$ cat config.mk
export PLATFORM = sky130hd
export DESIGN_NAME = mem_port_arbiter
export DESIGN_NICKNAME = d
export VERILOG_FILES = /design/src/rtl/mem_port_arbiter.sv
export SDC_FILE = /design/constraint.sdc
export NUM_CORES = 1
export LEC_CHECK = 0
export CAP_MARGIN = 0
export CORE_MARGIN = 2
export CORE_UTILIZATION = 40
export CTS_CLUSTER_DIAMETER = 200
export CTS_CLUSTER_SIZE = 12
export DETAILED_ROUTE_END_ITERATION = 10
export PLACE_DENSITY_LB_ADDON = 0.3
export SLEW_MARGIN = 5
export SYNTH_ARGS = -nofsm -noshare
export SYNTH_HDL_FRONTEND = slang
export SYNTH_SLANG_ARGS = --single-unit
$ cat constraint.sdc
create_clock -name clk -period 3.4 [get_ports clk]
set_input_delay 0.34 -clock clk [delete_from_list [all_inputs] [get_ports clk]]
set_output_delay 0.34 -clock clk [all_outputs]
set_load 0.01 [all_outputs]
$ cat src/rtl/mem_port_arbiter.sv
// mem_port_arbiter
//   Data-memory front end between the load/store units and the data cache.
//   Arbitrates NUM_LOAD_PORTS load channels and one buffered store channel
//   onto a single cache port. Stores are queued in a SB_DEPTH-entry FIFO.
//   Loads that hit a fully-written queued word are forwarded from the FIFO.
//
// Ports
//   clk, reset            clock, asynchronous active-low reset
//   load_req/address/id   per-port load request, address and tag (port i at slice i)
//   load_value/valid      per-port returned data and one-cycle completion pulse
//   load_id_out           tag of the load completing this cycle
//   stall_load            per-port: request not accepted this cycle
//   store_req/address/value/be, stall_store   store channel, stalled when buffer full
//   stall_in              downstream hold
//   dismiss_output        high while a store drain occupies the cache port
//   cache_*               single cache port (req/address/data/be/write, result/satisfied)
module mem_port_arbiter #(
    parameter int unsigned ADDRESS_SIZE   = 32,
    parameter int unsigned OPERAND_SIZE   = 32,
    parameter int unsigned NUM_LOAD_PORTS = 2,
    parameter int unsigned SB_DEPTH       = 4,
    parameter int unsigned ID_SIZE        = 3
) (
    input  logic                                   clk,
    input  logic                                   reset,
    input  logic [NUM_LOAD_PORTS-1:0]              load_req,
    input  logic [NUM_LOAD_PORTS*ADDRESS_SIZE-1:0] load_address,
    input  logic [NUM_LOAD_PORTS*ID_SIZE-1:0]      load_id,
    output logic [NUM_LOAD_PORTS*OPERAND_SIZE-1:0] load_value,
    output logic [NUM_LOAD_PORTS-1:0]              load_valid,
    output logic [ID_SIZE-1:0]                     load_id_out,
    output logic [NUM_LOAD_PORTS-1:0]              stall_load,
    input  logic                                   store_req,
    input  logic [ADDRESS_SIZE-1:0]                store_address,
    input  logic [OPERAND_SIZE-1:0]                store_value,
    input  logic [OPERAND_SIZE/8-1:0]              store_be,
    output logic                                   stall_store,
    input  logic                                   stall_in,
    output logic                                   dismiss_output,
    output logic                                   cache_req,
    output logic [ADDRESS_SIZE-1:0]                cache_address,
    output logic [OPERAND_SIZE-1:0]                cache_data,
    output logic [OPERAND_SIZE/8-1:0]              cache_be,
    output logic                                   cache_write,
    input  logic [OPERAND_SIZE-1:0]                cache_result,
    input  logic                                   cache_satisfied
);

    localparam int unsigned BE_W  = OPERAND_SIZE / 8;
    localparam int unsigned PTR_W = $clog2(SB_DEPTH);
    localparam int unsigned CNT_W = PTR_W + 1;
    localparam int unsigned LP_W  = (NUM_LOAD_PORTS > 1) ? $clog2(NUM_LOAD_PORTS) : 1;
    localparam logic [ADDRESS_SIZE-1:0] ALIGN_MASK = ~ADDRESS_SIZE'(BE_W - 1);
    localparam logic [CNT_W-1:0]        FULL       = CNT_W'(SB_DEPTH);

    typedef enum logic [1:0] {IDLE, LOAD_WAIT, STORE_WAIT} state_t;

    state_t state, state_n;

    logic [ADDRESS_SIZE-1:0] sb_addr [SB_DEPTH];
    logic [OPERAND_SIZE-1:0] sb_data [SB_DEPTH];
    logic [BE_W-1:0]         sb_be   [SB_DEPTH];
    logic [PTR_W-1:0]        head, tail;
    logic [CNT_W-1:0]        count;
    logic                    enq, deq;

    logic [ADDRESS_SIZE-1:0] st_al;
    logic [ADDRESS_SIZE-1:0] la       [NUM_LOAD_PORTS];
    logic [OPERAND_SIZE-1:0] fwd_data [NUM_LOAD_PORTS];
    logic [NUM_LOAD_PORTS-1:0] partial, fwd_hit, elig;

    logic [LP_W-1:0] rr_ptr, gnt, cand;
    logic            gnt_found, do_grant;

    logic [LP_W-1:0]         ld_port;
    logic [ID_SIZE-1:0]      ld_id;
    logic [ADDRESS_SIZE-1:0] ld_addr;
    logic                    pend;
    logic [OPERAND_SIZE-1:0] pend_data;

    assign st_al       = store_address & ALIGN_MASK;
    assign enq         = store_req && (count != FULL);
    assign deq         = (state == STORE_WAIT) && cache_satisfied;
    assign stall_store = store_req && (count == FULL);

    // Buffer lookup per port, oldest to youngest so the youngest match wins.
    always_comb begin
        for (int unsigned i = 0; i < NUM_LOAD_PORTS; i++) begin
            la[i]       = load_address[i*ADDRESS_SIZE +: ADDRESS_SIZE] & ALIGN_MASK;
            partial[i]  = 1'b0;
            fwd_hit[i]  = 1'b0;
            fwd_data[i] = '0;
            for (int unsigned k = 0; k < SB_DEPTH; k++) begin
                if ((CNT_W'(k) < count) && (sb_addr[head + PTR_W'(k)] == la[i])) begin
                    fwd_hit[i]  = &sb_be[head + PTR_W'(k)];
                    fwd_data[i] = sb_data[head + PTR_W'(k)];
                    partial[i]  = partial[i] | ~(&sb_be[head + PTR_W'(k)]);
                end
            end
            // A held completion result blocks new grants so only one pulse fires per cycle.
            elig[i] = load_req[i] && !stall_in && !pend && !partial[i] &&
                      !(store_req && (st_al == la[i]));
        end
    end

    always_comb begin
        gnt_found = 1'b0;
        gnt       = '0;
        cand      = '0;
        for (int unsigned j = 0; j < NUM_LOAD_PORTS; j++) begin
            cand = LP_W'((32'(rr_ptr) + j) % NUM_LOAD_PORTS);
            if (!gnt_found && elig[cand]) begin
                gnt_found = 1'b1;
                gnt       = cand;
            end
        end
    end

    always_comb begin
        state_n  = state;
        do_grant = 1'b0;
        case (state)
            IDLE: begin
                if ((count == FULL) || (!gnt_found && (count != '0))) begin
                    state_n = STORE_WAIT;
                end else if (gnt_found) begin
                    do_grant = 1'b1;
                    if (!fwd_hit[gnt]) state_n = LOAD_WAIT;
                end
            end
            LOAD_WAIT:  if (cache_satisfied) state_n = IDLE;
            STORE_WAIT: if (cache_satisfied) state_n = IDLE;
            default:    state_n = IDLE;
        endcase
    end

    always_comb begin
        for (int unsigned i = 0; i < NUM_LOAD_PORTS; i++) begin
            stall_load[i] = load_req[i] && !(do_grant && (gnt == LP_W'(i)));
        end
    end

    always_comb begin
        cache_req      = (state != IDLE);
        cache_write    = (state == STORE_WAIT);
        dismiss_output = (state == STORE_WAIT);
        cache_address  = '0;
        cache_data     = '0;
        cache_be       = '0;
        if (state == LOAD_WAIT) begin
            cache_address = ld_addr;
        end else if (state == STORE_WAIT) begin
            cache_address = sb_addr[head];
            cache_data    = sb_data[head];
            cache_be      = sb_be[head];
        end
    end

    always_ff @(posedge clk) begin
        if (enq) begin
            sb_addr[tail] <= st_al;
            sb_data[tail] <= store_value;
            sb_be[tail]   <= store_be;
        end
    end

    always_ff @(posedge clk or negedge reset) begin
        if (!reset) begin
            state       <= IDLE;
            head        <= '0;
            tail        <= '0;
            count       <= '0;
            rr_ptr      <= '0;
            ld_port     <= '0;
            ld_id       <= '0;
            ld_addr     <= '0;
            pend        <= 1'b0;
            pend_data   <= '0;
            load_valid  <= '0;
            load_value  <= '0;
            load_id_out <= '0;
        end else begin
            state      <= state_n;
            load_valid <= '0;
            if (enq) tail <= tail + PTR_W'(1);
            if (deq) head <= head + PTR_W'(1);
            count <= count + CNT_W'(enq) - CNT_W'(deq);

            if (do_grant) begin
                rr_ptr  <= (gnt == LP_W'(NUM_LOAD_PORTS - 1)) ? '0 : gnt + LP_W'(1);
                ld_port <= gnt;
                ld_id   <= load_id[32'(gnt)*ID_SIZE +: ID_SIZE];
                ld_addr <= la[gnt];
                if (fwd_hit[gnt]) begin
                    load_valid[gnt]                               <= 1'b1;
                    load_value[32'(gnt)*OPERAND_SIZE +: OPERAND_SIZE] <= fwd_data[gnt];
                    load_id_out                                   <= load_id[32'(gnt)*ID_SIZE +: ID_SIZE];
                end
            end

            // Completion under stall_in is parked in pend_data and released once stall_in drops.
            if ((state == LOAD_WAIT) && cache_satisfied) begin
                if (stall_in) begin
                    pend      <= 1'b1;
                    pend_data <= cache_result;
                end else begin
                    load_valid[ld_port]                                   <= 1'b1;
                    load_value[32'(ld_port)*OPERAND_SIZE +: OPERAND_SIZE] <= cache_result;
                    load_id_out                                           <= ld_id;
                end
            end
            if (pend && !stall_in) begin
                pend                                                  <= 1'b0;
                load_valid[ld_port]                                   <= 1'b1;
                load_value[32'(ld_port)*OPERAND_SIZE +: OPERAND_SIZE] <= pend_data;
                load_id_out                                           <= ld_id;
            end
        end
    end

endmodule
; ---- Word-level counts from Yosys, hierarchy flattened
; Memories as Yosys holds them, arrays and structs flattened.
; Cells that the tools add are included.
; W data, S select, Z words.
[totals]
inputBits = 177
mem_bits_rw = 264
out_inout_bits = 143
n_memories = 3
ff_bits = 148
[memory_table]
columns = memory, depth, width, rd, rd_clocked_by_memory_dff, wr, line
row1 = sb_data, 4, 32, 4, 0, 1, 61  ; logic [OPERAND_SIZE-1:0] sb_data [SB_DEPTH];
row2 = sb_addr, 4, 30, 4, 0, 1, 60  ; logic [ADDRESS_SIZE-1:0] sb_addr [SB_DEPTH];
row3 = sb_be, 4, 4, 4, 0, 1, 62  ; logic [BE_W-1:0] sb_be [SB_DEPTH];
[op_classes]
reduce_logical = 55
n_shift = 6
eq_ne = 17
bitwise = 14
mul = 1
addsub = 10
muxes = 82
n_lt_le_gt_ge = 11
[op_table]
columns = cell, count
row1 = $mux W32, 18
row2 = $mux W64, 5
row3 = $eq A32 B32 Y1, 8
row4 = $bwmux W64, 3
row5 = $shiftx A32 B34 Y64, 3
row6 = $shift A32 B34 Y64 const A, 2
row7 = $neg A6 Y34, 2
row8 = $eq A30 B30 Y1, 2
row9 = $mux W1, 37
row10 = $logic_and A1 B1 Y1, 31
row11 = $mux W2, 9
row12 = $reduce_and A4 Y1, 4
row13 = $mux W3, 5
row14 = $logic_not A1 Y1, 10
row15 = $ne A3 B3 Y1 const B, 3
row16 = $lt A1 B2 Y1 const B, 4
row17 = $mux W4, 2
row18 = $lt A1 B3 Y1 const A, 2
row19 = $lt A2 B3 Y1 const A, 2
row20 = $or A1 B1 Y1, 6
row21 = $reduce_bool A2 Y1, 3
row22 = $shiftx A6 B4 Y3, 1
row23 = $not A1 Y1, 5
row24 = $add A2 B1 Y2 const B, 2
row25 = other kinds (21), 27

; ---- Depth between registers and ports, before layout
; An unclocked memory read counts as a cell.
[logic_depth]
depth_word = 32
ltp_mapped = 18
depth_no_buf = 12

; ---- Least setup slack after synthesis
; OpenSTA, ideal clock, no wires.
[synth_path]
kind = reg-to-reg
start = register head[0]
end = register load_value[43]
n_path_buf = 5
arrival_ns = 3.550
period_less_slack_ns = 3.700
path_stages_with_launch = 16
setup_ns = 0.151
t_required_ns = 3.249
setup_slack_ns = -0.300
cell_sequence = dfrtp_1 -> buf_6 -> buf_6 -> buf_4 -> mux4_2 -> xnor2_1 -> nand4_1 -> or4_1 -> nor4_4 -> a22oi_1 -> a311o_1 -> nor4_4 -> buf_6 -> buf_6 -> o211a_1 -> a211oi_2
[synth_via]
elab_chain_cells = 32
elab_cells_between_ends = 99
cone_classes = add/sub (4) / eq/ne (8) / shift (2) / mux (48) / bitwise (11) / reduce/logical (23) / memory (3)
[synth_lines]
columns = element, line
row1 = from (decl), 63  ; logic [PTR_W-1:0] head, tail;
row2 = from (signal assigned), 186  ; if (deq) head <= head + PTR_W'(1);
row3 = "parallel branches: the longest is 26 deep, another holds $mem_v2 Z4 W30", -
row4 = $mux W64 *, 189  ; if (do_grant) begin
row5 = $bwmux W64, 208  ; load_value[32'(ld_port)*OPERAND_SIZE +: OPERAND_SIZE] <= cache_result;
row6 = $mux W64, 203  ; if (stall_in) begin
row7 = $mux W64 *, 202  ; if ((state == LOAD_WAIT) && cache_satisfied) begin
row8 = $bwmux W64, 215  ; load_value[32'(ld_port)*OPERAND_SIZE +: OPERAND_SIZE] <= pend_data;
row9 = $mux W64 *, 212  ; if (pend && !stall_in) begin
row10 = "to (signal, indexed assignment)", 196  ; load_value[32'(gnt)*OPERAND_SIZE +: OPERAND_SIZE] <= fwd_data[gnt];
row11 = "to (signal, indexed assignment)", 208
row12 = "to (signal, indexed assignment)", 215
row13 = to (decl), 29  ; output logic [NUM_LOAD_PORTS*OPERAND_SIZE-1:0] load_value,
; Mark *: on every way between the ends. The select of a mux whose other input is x is not followed.
; A chain may end at the register's enable or synchronous reset.

; ---- Final worst setup path
[layout_path]
start = register head[1]
end = register load_value[41]
; The elaborated chain is that of the path after synthesis.

==> results.ini <==
[status]
status = finished, violations left
violations = negative setup slack

[die]
fp-row-count = 100
die_width_um = 277.3
start_util = 0.4027
fp.coreArea_um2 = 74200
pin_count = 320
dieHeight_um = 277.3
die-area_um2 = 76900

[sta]
hold_ws_ns = 0.3177
finalWorstSetupSlack_ns = -1.555
hold_viol = 0
slew_headroom = 0.1622
rsz0062_at_grt = yes
finalSetupViolCount = 109
fmaxAchievable_mhz = 201.8
post-route-min-period_ns = 4.955
clock_skew_ns = 0.04492
post-route-period-util = 1.457
maxSlewViolCount = 0
tightestPinTransition_ns = 1.257

[clocking]
clock_sinks = 410
cts_buffers = 40
cts_root_buf = clkbuf_16
clkTransAtPathRegs_ns = 0.08
cts_tree = built
h-tree-depth = 2
clk_latency_ns = 0.62
ctsLongestPathBuffers = 3

[global_route]
grt_pass1_wl_mm = 224.4
overflow = 0
grt_pass1_vias = 30400
antenna_found_initial = 12
grt_max_degree = 74
grt_usage = 0.4068

[synthesis]
synth_ff_type = edfxtp_1
synth_top_area_cell = edfxtp_1
synth_top_area_share = 0.2653
synth_area_um2 = 29880
synth_area_leaders = edfxtp_1 (27%), dfrtp_1 (12%), mux4_2 (7.3%)
synth_edf_count = 264
postSynth.asyncResetShare = 0.3561
postSynthCellCount = 2835
ys_ff_latch = 410
syn_area_per_cell_um2 = 10.54
yosysSeqAreaShare = 0.3876
synth_cell_types = 92
yosys_warnings = 0

[pwr]
internal-power_mw = 21.25
switchingPower_mw = 16.83
p_sw_frac = 0.4420
leakagePower_nw = 17.78
irDropWorstVdd_v = 0.0005755
clock_power_share = 0.114
power_per_cell_area_nw_per_um2 = 871.5
combPwrFrac = 0.678
seqPwrFrac = 0.208

[route]
drcViolationCount = 0
viasPerCell = 6.393
num_vias = 31080
wire_per_inst_um = 33.35
antenna_left = 0
routed_wl_mm = 162.1
dr.pass1.iters = 6
drtIter0Drc = 3898

[critical_path]
startpoint_type = register
arrival_ns = 5.38
cp_cell_sequence = buf_12 > buf_8 > mux2i_2 > buf_4 > a222oi_1 > buf_4 > o211ai_1 > or3_4 > o22a_1 > buf_6 > buf_6 > and4_4 > nor4_4 > buf_4 > buf_12 > buf_12 > o211a_1 > a211oi_2
crit_family = compound AO/OA/AOI/OAI gates
path_class = register to register
required_ns = 3.83
crit_buf_inv = 9
cp-end-kind = register
crit_path_top_delay_cell = a222oi_1
cp_max_fo = 6
max_stage_delay_ns = 0.87

[flow_run]
maxCapViolCount = 0

[cells_and_area]
fin_nets = 4041
num-fill-cells = 6257
finish.utilization = 0.5890
drive_gt1_frac = 0.3636
finalNonFillerCells = 4861
areaGrowthSynthToFinish_pct = 46.27
seq_area_um2 = 11590
final_area_um2 = 43700
multi_input_area_um2 = 17910

[place]
port_buffers = 311
dpl_cell_area_um2 = 39830
place_hpwl_mm = 119.0
globalplace.congestion = 1.101
placed_cells_incl_taps = 4673

[worst_hold_path]
hold_path_class = input pin to asynchronous set/reset pin

placed cells by master, fill, tap and decap left out, types with 91 or more instances in the layout:
master,instances
a21oi_1,93
buf_4,781
clkdlybuf4s50_1,264
dfrtp_1,143
edfxtp_1,264
mux2_2,91
mux2i_1,172
mux4_2,98
nand2_1,142
nor2_1,115
o21ai_0,124
xnor2_1,176
area by class of cell:
type,count,share of cell area
Multi-Input combinational cell,2114,0.4097
Timing Repair Buffer,1239,0.2663
Sequential cell,410,0.2652
Tap cell,969,0.02774
Clock buffer,70,0.02548
Inverter,47,0.004208
Clock inverter,3,0.0008302
Antenna cell,9,0.0005153
state kept, by name (all words and copies together), names as in the netlist, 3 cells and up:
signal and count:
ld_addr 30, pend_data 32, sb_data 128, load_value 64
count 3, load_id_out 3, ld_id 3, sb_addr 120
sb_be 16
worst register-to-register path, cell delays in order, from the launching register on:
cell	delay, ns
dfrtp_4	0.55
buf_12	0.18
buf_8	0.13
mux2i_2	0.14
buf_4	0.16
a222oi_1	0.87
buf_4	0.24
o211ai_1	0.25
or3_4	0.54
o22a_1	0.26
buf_6	0.14
buf_6	0.10
and4_4	0.18
nor4_4	0.29
buf_4	0.19
buf_12	0.16
buf_12	0.15
o211a_1	0.20
a211oi_2	0.04
path summary, 6_finish.rpt:
| kind | startpoint | end | slack, ns | depth (start not counted) |
|---|---|---|---|---|
| worst min register to register | ld_id[2]$_DFFE_PN0N_ | load_id_out[2]$_DFF_PN0_ | 0.52 | 2 |
| worst min-delay path | reset | ld_id[1]$_DFFE_PN0N_ | 0.32 | 2 |
| max in group asynchronous | reset | pend_data[7]$_DFFE_PN0P_ | 2.26 | 3 |
| worst max-delay path | head[1]$_DFFE_PN0P_ | load_value[41]$_DFF_PN0_ | -1.55 | 18 |
| worst max register to register | head[1]$_DFFE_PN0P_ | load_value[41]$_DFF_PN0_ | -1.55 | 18 |
| min in group clk | store_value[10] | sb_data[0][10]$_DFFE_PP_ | 0.38 | 1 |
metal layers:
metal	track usage	routed length, µm	up-vias
li1	-	-	12940
met1	0.5725	67820	15740
met2	0.6108	69600	1956
met3	0.09315	17250	435
met4	0.1492	7403	10
met5	0	69	-
synthesized netlist by cell type (11+ instances only):
library cell	n
mux4_2	97
a22o_1	27
a22oi_1	39
o2bb2ai_1	12
buf_2	20
o2111ai_1	37
nand3_1	49
a211o_1	34
nor4_1	24
nor3b_1	31
inv_1	46
o211a_1	31
a2111oi_0	11
nand2_1	145
a211oi_2	27
a211oi_1	45
xnor2_1	187
nor2_1	136
ha_1	11
and2_1	75
nand2b_1	42
o211ai_1	72
o21ai_0	132
xor2_1	65
edfxtp_1	264
mux2_2	92
buf_1	27
buf_6	24
nand4_1	39
buf_4	22
dfrtp_1	146
nor3_1	61
clkbuf_1	168
and3_1	12
nor2b_1	38
o22ai_1	52
o31a_1	32
a21oi_1	130
mux2i_1	192
logic make-up (layout without fill, tap and decap cells):
logic type                 Yosys count  count (layout)  synth area share
buffers and inverters              312            1359           0.05050
adders and majority gates           12              12          0.005276
other                                1              11         0.0001255
DFF                                410             410            0.3876
AOI/OAI and AO/OA                  762             762            0.1847
and+or+nand+nor                    702             702            0.1237
xor gates and xnor gates           252             252           0.07387
muxes                              384             384            0.1742
metrics by stage:
step / worst slack [ns] / setup TNS, ns / power (mW)
2_1_floorplan: -0.2585 / -16.89 / 19.13
3_5_place_dp: -1.530 / -146.19 / 30.71
4_1_cts: -1.289 / -115.28 / 36.36
6_report: -1.555 / -138.91 / 38.09
3_3_place_gp: -1.527 / -142.43 / 30.38
5_1_grt: -1.640 / -149.51 / 39.29
what timing repair did:
action | 4_1_cts | 5_1_grt
hold endpoints to repair | 61 | 0
pin swaps | 43 | 79
cloned | 17 | 11
hold buffers | 1 | 0
endpoints found under the setup margin | 174 | 148
setup buffers | 54 | 40
gates resized for setup | 230 | 196
power by group through the flow:
stage	Clock [mW]	Sequential (mW)	Combinational [mW]
CTS	4.37	7.82	24.2
global route	4.55	8.05	26.7
global placement	0	7.91	22.5
finish	4.34	7.93	25.8
detailed placement	0	7.99	22.7
floorplan	0	7.84	11.3
No activity file was read; power rests on OpenSTA's default activity.
